**src/rtl/alu_bus_pkg.sv**
```systemverilog
// Shared definitions for the ALU bus controller: opcodes, FSM state encoding
// and the default bus width.
package alu_bus_pkg;

  localparam int DEFAULT_DATA_W = 16;

  localparam logic [2:0] OP_ADD     = 3'b000;
  localparam logic [2:0] OP_SUB     = 3'b001;
  localparam logic [2:0] OP_AND     = 3'b010;
  localparam logic [2:0] OP_OR      = 3'b011;
  localparam logic [2:0] OP_XOR     = 3'b100;
  localparam logic [2:0] OP_NOT     = 3'b101;
  localparam logic [2:0] OP_XNOR    = 3'b110;
  localparam logic [2:0] OP_ILLEGAL = 3'b111;

  typedef enum logic [2:0] {
    S_IDLE = 3'd0,
    S_LD_A = 3'd1,
    S_LD_B = 3'd2,
    S_EXEC = 3'd3,
    S_WB   = 3'd4
  } state_t;

endpackage

```
**src/rtl/onehot_dec.sv**
```systemverilog
// Index to one-hot decoder with a global enable; all-zero when disabled.
module onehot_dec #(
  parameter int NREG  = 4,
  parameter int IDX_W = 2
) (
  input  logic [IDX_W-1:0] idx,
  input  logic             en,
  output logic [NREG-1:0]  onehot
);

  // Decode the index into a single asserted bit when enabled
  always_comb begin
    onehot = '0;
    if (en) onehot[idx] = 1'b1;
  end

endmodule

```
**src/rtl/alu_bus_controller.sv**
```systemverilog
// Bus-side initiator sequencing register drivers, ALU operand strobes, ALU
// select and ALU output enable so one register-to-register op completes per
// request. Every output is registered: the output logic works from the next
// state so the registered values line up with the state they belong to.
// Optional feature macro: ALU_CTRL_IMM_EN (immediate B operand via bus_out).
module alu_bus_controller
  import alu_bus_pkg::*;
#(
`ifdef ALU_CTRL_IMM_EN
  parameter int DATA_W = alu_bus_pkg::DEFAULT_DATA_W,
`endif
  parameter int NREG  = 4,
  localparam int IDX_W = $clog2(NREG)
) (
  input  logic             clk,
  input  logic             reset,
  input  logic             start,
  input  logic [2:0]       op,
  input  logic [IDX_W-1:0] src_a,
  input  logic [IDX_W-1:0] src_b,
  input  logic [IDX_W-1:0] dst,
`ifdef ALU_CTRL_IMM_EN
  input  logic              use_imm,
  input  logic [DATA_W-1:0] imm,
  output wire  [DATA_W-1:0] bus_out,
`endif
  output logic             ready,
  output logic             done,
  output logic             err,
  output logic [NREG-1:0]  reg_out_en,
  output logic [NREG-1:0]  reg_in_en,
  output logic             alu_a_in,
  output logic             alu_b_in,
  output logic [2:0]       alu_select,
  output logic             alu_out_en
);

  state_t state, next_state;

  logic [2:0]       op_q;
  logic [IDX_W-1:0] src_a_q, src_b_q, dst_q;
  logic             accept, illegal, imm_sel;

  // In IDLE the request fields are not captured yet, so LD_A outputs come
  // straight from the inputs; afterwards they come from the captured copy.
  logic [2:0]       eff_op;
  logic [IDX_W-1:0] eff_src_a;

  logic [IDX_W-1:0] out_idx;
  logic             out_en, in_en;
  logic [NREG-1:0]  reg_out_d, reg_in_d;
  logic             ready_d, done_d, err_d, a_in_d, b_in_d, alu_out_en_d;
  logic [2:0]       sel_d;

  assign accept    = (state == S_IDLE) && start && (op != OP_ILLEGAL);
  assign illegal   = (state == S_IDLE) && start && (op == OP_ILLEGAL);
  assign eff_op    = (state == S_IDLE) ? op    : op_q;
  assign eff_src_a = (state == S_IDLE) ? src_a : src_a_q;

`ifdef ALU_CTRL_IMM_EN
  logic              use_imm_q, imm_drv_d, imm_drv;
  logic [DATA_W-1:0] imm_q;
  assign imm_sel = use_imm_q;
  assign bus_out = imm_drv ? imm_q : {DATA_W{1'bz}};

  // Capture the immediate operand with the request
  always_ff @(posedge clk) begin
    if (accept) begin
      use_imm_q <= use_imm;
      imm_q     <= imm;
    end
  end

  // Immediate bus drive flag, cleared by reset so bus_out floats
  always_ff @(posedge clk) begin
    if (reset) imm_drv <= 1'b0;
    else       imm_drv <= imm_drv_d;
  end
`else
  assign imm_sel = 1'b0;
`endif

  // State register
  always_ff @(posedge clk) begin
    if (reset) state <= S_IDLE;
    else       state <= next_state;
  end

  // Capture request fields on acceptance
  always_ff @(posedge clk) begin
    if (accept) begin
      op_q    <= op;
      src_a_q <= src_a;
      src_b_q <= src_b;
      dst_q   <= dst;
    end
  end

  // Next-state logic; NOT has no B operand and skips LD_B
  always_comb begin
    next_state = state;
    case (state)
      S_IDLE:  if (accept) next_state = S_LD_A;
      S_LD_A:  next_state = (op_q == OP_NOT) ? S_EXEC : S_LD_B;
      S_LD_B:  next_state = S_EXEC;
      S_EXEC:  next_state = S_WB;
      S_WB:    next_state = S_IDLE;
      default: next_state = S_IDLE;
    endcase
  end

  // Output logic for the coming cycle; one bus driver at most per state
  always_comb begin
    out_idx      = src_b_q;
    out_en       = 1'b0;
    in_en        = (next_state == S_WB);
    a_in_d       = 1'b0;
    b_in_d       = 1'b0;
    alu_out_en_d = 1'b0;
    ready_d      = (next_state == S_IDLE);
    done_d       = (state == S_WB);
    err_d        = illegal;
    sel_d        = (next_state != S_IDLE) ? eff_op : alu_select;
`ifdef ALU_CTRL_IMM_EN
    imm_drv_d    = 1'b0;
`endif
    case (next_state)
      S_LD_A: begin
        out_idx = eff_src_a;
        out_en  = 1'b1;
        a_in_d  = 1'b1;
      end
      S_LD_B: begin
        out_en  = !imm_sel;
        b_in_d  = 1'b1;
`ifdef ALU_CTRL_IMM_EN
        imm_drv_d = imm_sel;
`endif
      end
      S_WB:    alu_out_en_d = 1'b1;
      default: ;
    endcase
  end

  onehot_dec #(.NREG(NREG), .IDX_W(IDX_W)) u_out_dec (
    .idx    (out_idx),
    .en     (out_en),
    .onehot (reg_out_d)
  );

  onehot_dec #(.NREG(NREG), .IDX_W(IDX_W)) u_in_dec (
    .idx    (dst_q),
    .en     (in_en),
    .onehot (reg_in_d)
  );

  // Output registers; reset drops every enable and reports ready
  always_ff @(posedge clk) begin
    if (reset) begin
      ready      <= 1'b1;
      done       <= 1'b0;
      err        <= 1'b0;
      reg_out_en <= '0;
      reg_in_en  <= '0;
      alu_a_in   <= 1'b0;
      alu_b_in   <= 1'b0;
      alu_select <= 3'b000;
      alu_out_en <= 1'b0;
    end else begin
      ready      <= ready_d;
      done       <= done_d;
      err        <= err_d;
      reg_out_en <= reg_out_d;
      reg_in_en  <= reg_in_d;
      alu_a_in   <= a_in_d;
      alu_b_in   <= b_in_d;
      alu_select <= sel_d;
      alu_out_en <= alu_out_en_d;
    end
  end

endmodule

```
**config.mk**
```make
export PLATFORM = sky130hd
export DESIGN_NAME = alu_bus_controller
export DESIGN_NICKNAME = d
export VERILOG_FILES = /design/src/rtl/alu_bus_pkg.sv /design/src/rtl/onehot_dec.sv /design/src/rtl/alu_bus_controller.sv
export SDC_FILE = /design/constraint.sdc
export NUM_CORES = 1
export LEC_CHECK = 0
export CORE_MARGIN = 1
export CORE_UTILIZATION = 25
export DETAILED_ROUTE_END_ITERATION = 7
export GPL_TIMING_DRIVEN = 0
export PLACE_DENSITY = 0.45
export SLEW_MARGIN = 10
export SYNTH_ARGS = -nofsm -noshare
export SYNTH_HDL_FRONTEND = slang
export SYNTH_HIERARCHICAL = 1
export SYNTH_SLANG_ARGS = --single-unit
```
**constraint.sdc**
```tcl
create_clock -name clk -period 2 [get_ports clk]
set_clock_uncertainty 0.2 [all_clocks]
set_input_delay 0.4 -clock clk [delete_from_list [all_inputs] [get_ports clk]]
set_output_delay 0.4 -clock clk [all_outputs]
set_load 0.02 [all_outputs]
```
* Word-level counts from Yosys, hierarchy flattened
Cells that the tools add are included.
** Storage, ports and cells
- Bits in read-only memories :: 0
- RAM bits :: 0
- Word-level logic and storage cells :: 55
- Output and inout bits :: 17
- Bits in latches :: 0
- Memories :: 0
- Register bits :: 29
- Bits of input ports :: 12
** Operators by class
- Multiplexer cells :: 14
- Add/sub/neg operators :: 0
- Bitwise logic cells :: 2
- Divide/modulo/power cells :: 0
- Magnitude comparators :: 4
- Reduce and logical (&&, ||, !) cells :: 11
- Equality and inequality tests :: 10
- Shift-type cells :: 0
- Multiply operators :: 0
** Operators with widths (number)
- $eq A3 B3 Y1 const B :: 4
- $pmux W3 S4 :: 1
- $eq A3 B2 Y1 const B :: 3
- $mux W1 :: 7
- $eq A3 B1 Y1 const B :: 2
- $logic_not A3 Y1 :: 2
- $lt A2 B3 Y1 const B :: 2
- $mux W3 :: 2
- $reduce_or A2 Y1 :: 3
- $logic_and A1 B1 Y1 :: 5
- $demux W1 S2 :: 2
- $ge A2 B1 Y1 const B :: 2
- $mux W2 :: 2
- $ne A3 B3 Y1 const B :: 1
- $reduce_bool A3 Y1 :: 1
- $not A1 Y1 :: 2

* Logic depth before layout (Yosys ltp)
- Word-level depth :: 11
- Gate-level depth with buffers :: 6
- Gate-level depth less buffers :: 5

* By module
Netlist, hierarchy kept.
** Modules (own cells, without submodules)
- alu_bus_controller :: area each 984.7 µm², cells an instance 83, times used 1
- onehot_dec :: area each 37.5 µm², cells an instance 4, times used 2

* Worst setup path after synthesis
No wires, ideal clock.
- Kind :: input to register
- Start :: input op[2]
- End :: register reg_out_en[3]
- Setup time :: 128 ps
- Cell stages on the path :: 5
- Data required time :: 1672 ps
- Arrival time :: 1378 ps
- Path slack :: 294 ps
- Cell sequence :: nand3_1 > nand3_1 > mux2_2 > and3_2 > nor2b_1
** Between the ends
- Cells in the longest elaborated chain, start to end :: 10
** Ends and longest elaborated chain
- start: declaration :: line alu_bus_controller.sv:18 : input logic [2:0] op,
- $ne A3 B3 Y1 (*) :: line alu_bus_controller.sv:55 : assign accept = (state == S_IDLE) && start && (op != OP_ILLEGAL);
- $logic_and A1 B1 Y1 (*) :: line alu_bus_controller.sv:55
- $mux W3 (*) :: line alu_bus_controller.sv:103 : S_IDLE: if (accept) next_state = S_LD_A;
- $pmux W3 S4 (*) :: line alu_bus_controller.sv:102 : case (state)
- $eq A3 B1 Y1 (*) :: line alu_bus_controller.sv:127 : case (next_state)
- $mux W2 (*) :: line alu_bus_controller.sv:127
- named net out_idx[1] :: line alu_bus_controller.sv:49 : logic [IDX_W-1:0] out_idx;
- $lt A2 B3 Y1 (not written as such) or $ge A2 B1 Y1 (tied branches) :: line onehot_dec.sv:14 : if (en) onehot[idx] = 1'b1;
- $logic_and A1 B1 Y1 (not written as such) :: line onehot_dec.sv:14
- $mux W1 (not written as such) :: line onehot_dec.sv:14
- $demux W1 S2 (*)
- end signal: assignment :: line alu_bus_controller.sv:173 : reg_out_en <= reg_out_d;
- end: declaration :: line alu_bus_controller.sv:30 : output logic [NREG-1:0] reg_out_en,
Mark *: on every way through the listed nets, which the timed path passes. The rest lies on a longest branch.
A chain may end at the register's enable or synchronous reset.

* Worst setup path in the final report
Ends and elaborated chain as after synthesis.

==> results.cfg <==
[timing]
slew_violations = 0
hold_violations = 0
period_share = 0.981
relSlewSlack = 0.699
tightestPinTransition_ns = 0.452
setup_viol = 0
rsz0062_at_grt = no
max_freq_mhz = 510
period_needed_ns = 1.96
holdWs_ns = 0.258

[synth]
synth_edf_count = 7
synth_fp_nets = 103
postSynthCellCount = 91
ys_seq_elements = 27
ys_types = 28
synth_commonest_cells = 20 x dfxtp_1, 9 x nor2b_1, 8 x nor2_1, 7 x edfxtp_1
synthFlopType = dfxtp_1
yosysSeqAreaShare = 0.576
synth_area_um2 = 1060
yosysTopAreaCell = dfxtp_1
synth_top_cell_area_share = 0.378
synth_area_leaders = dfxtp_1 38%, edfxtp_1 20%, nor2b_1 5.3%
yosys_warnings = 6
yosysMostFrequentCell = dfxtp_1
synthArstFlopShare = 0
synth_area_per_cell_um2 = 11.6

[floorplanning]
coreArea_um2 = 4030
fp.dieH_um = 67.1
rows = 23
dieWidth_um = 67.1
io_pins = 29
start_util = 0.263
die-area_um2 = 4500

[placed_design]
dp_hpwl_um = 1430
gp_congestion = 0.814
io_buffer_count = 28

[worst_setup_path]
reg2reg_slack_ns = 0.14
cp.arrival_ns = 1.91
crit_path_end_kind = register
cp.required_ns = 1.95
start_kind = input port
critical_path_class = input port to register
crit_fanout = 7

[detailed_routing]
avgRoutedWirePerCell_um = 11.2
ant_nets = 0
route.vias.total = 758
dr.pass1.iters = 4
wl_um = 1940
drc = 0
routed_via_density = 4.38
drt_iter0_markers = 21

[min_path]
min_path_type = input port to register

[flow_run]
drv_cap = 0

[clocking]
htreeDepth = 1
cts_setup_buffers = 0
cts.path.max_buffers = 2
clkSlewWorstSetupHoldPaths_ns = 0.09
cts_root_buf = clkbuf_8
numCtsBuffers = 3
ctsHoldBuffers = 0
cts_tree = done
insertion_delay_ns = 0.27
clock-sinks = 27

[global_routing]
antenna_found_initial = 0
grt_pass1_wl_um = 3090
grt_start_max_net_pins = 17
grt_util_all_layers = 0.0939
grt_pass1_vias = 694
gr-total-overflow = 0

[power]
cellPowerDensity_nw_per_um2 = 811
p_leak_uw = 0.000576
ir_worst_vdd_mv = 0.277

[finish]
nFillCells = 412
layout-drive-gt1-share = 0.154
final_core_util = 0.369
n_antenna_cell = 0
final_nets = 136
area_growth_pct = 40.1

[outcome]
status = finished clean
## power by group
| group | internal (uW) | switching [uW] |
|---|---|---|
| Clock | 141 | 168 |
| Combinational | 138 | 134 |
| Sequential | 605 | 16.9 |
## logic make-up (layout without fill, tap and decap cells)
kind of cell	after synthesis	after routing	share of synthesized area
compound gates	9	9	0.0767
xor+xnor	1	1	0.00827
buf+inv	7	39	0.0390
simple gates	42	42	0.250
mux	5	5	0.0496
flops	27	27	0.576
## path summary, 6_finish.rpt
kind | start | end | cells after the start
min reg2reg | alu_select[0] | alu_select[0] | 2
max reg2reg | state[0] | reg_out_en[3] | 6
max | op[2] | reg_out_en[3] | 6
min | start | err | 3
## layout by cell type, fill, tap and decap left out, types with 2 or more instances in the layout
cell type        count
and3_2               2
nor2_1               8
clkbuf_1             2
inv_1                3
and3b_1              4
edfxtp_1             7
clkdlybuf4s50_1     27
nor2b_1              8
mux2i_1              3
clkbuf_8             3
mux2_2               2
nor4_1               2
nor3b_2              2
nand2_1              4
dfxtp_1             20
buf_6                2
nor3_1               3
a221oi_1             4
## timing repair
action	in CTS	in global routing
gates cloned	0	0
resized for setup	5	2
endpoints found under the setup margin	4	3
pin swaps	0	0
## sequential cells by signal, indices dropped and copies added (netlist names), 2 cells and up
name,cells
reg_out_en,4
dst_q,2
op_q,3
reg_in_en,4
state,3
src_b_q,2
alu_select,3
## metal layers
| layer | wire length, um | global-route usage | share of wire | up-vias |
|---|---|---|---|---|
| met5 | 0 | 0 | 0 | - |
| met4 | 19 | 0.0399 | 0.0098 | 0 |
| met3 | 70 | 0.0205 | 0.036 | 2 |
| met2 | 997 | 0.158 | 0.51 | 15 |
| met1 | 848 | 0.114 | 0.44 | 354 |
| li1 | - | - | - | 387 |
## per-stage QoR
stage | TNS (ns) | instance area (um^2) | total power, uW | worst slack [ns] | cells
after floorplan | 0 | 1060 | 804 | 0.294 | 91
after global placement | -3.23 | 1400 | 900 | -0.418 | 169
after detailed placement | -3.20 | 1400 | 902 | -0.412 | 169
after CTS | 0 | 1480 | 1230 | 0.0214 | 173
after global routing | 0 | 1490 | 1280 | 0.00762 | 173
final | 0 | 1490 | 1200 | 0.0383 | 173
## area by class of cell
cell class,count,area [um^2],area share
inverters,3,11.3,0.00758
clock inverters,1,7.51,0.00505
multi-input cells,57,439,0.296
clock buffers,3,41.3,0.0278
plain buffers,4,30.0,0.0202
flip-flops and latches,27,611,0.411
repair buffers,28,283,0.190
well taps,50,62.6,0.0421
## worst max-delay path: stages
cell,delay [ns]
clkdlybuf4s50_1,0.56
nand3_4,0.14
nand3_2,0.11
mux2_2,0.38
and3_2,0.20
nor2b_1,0.13
(Power assumes the default switching activity.)
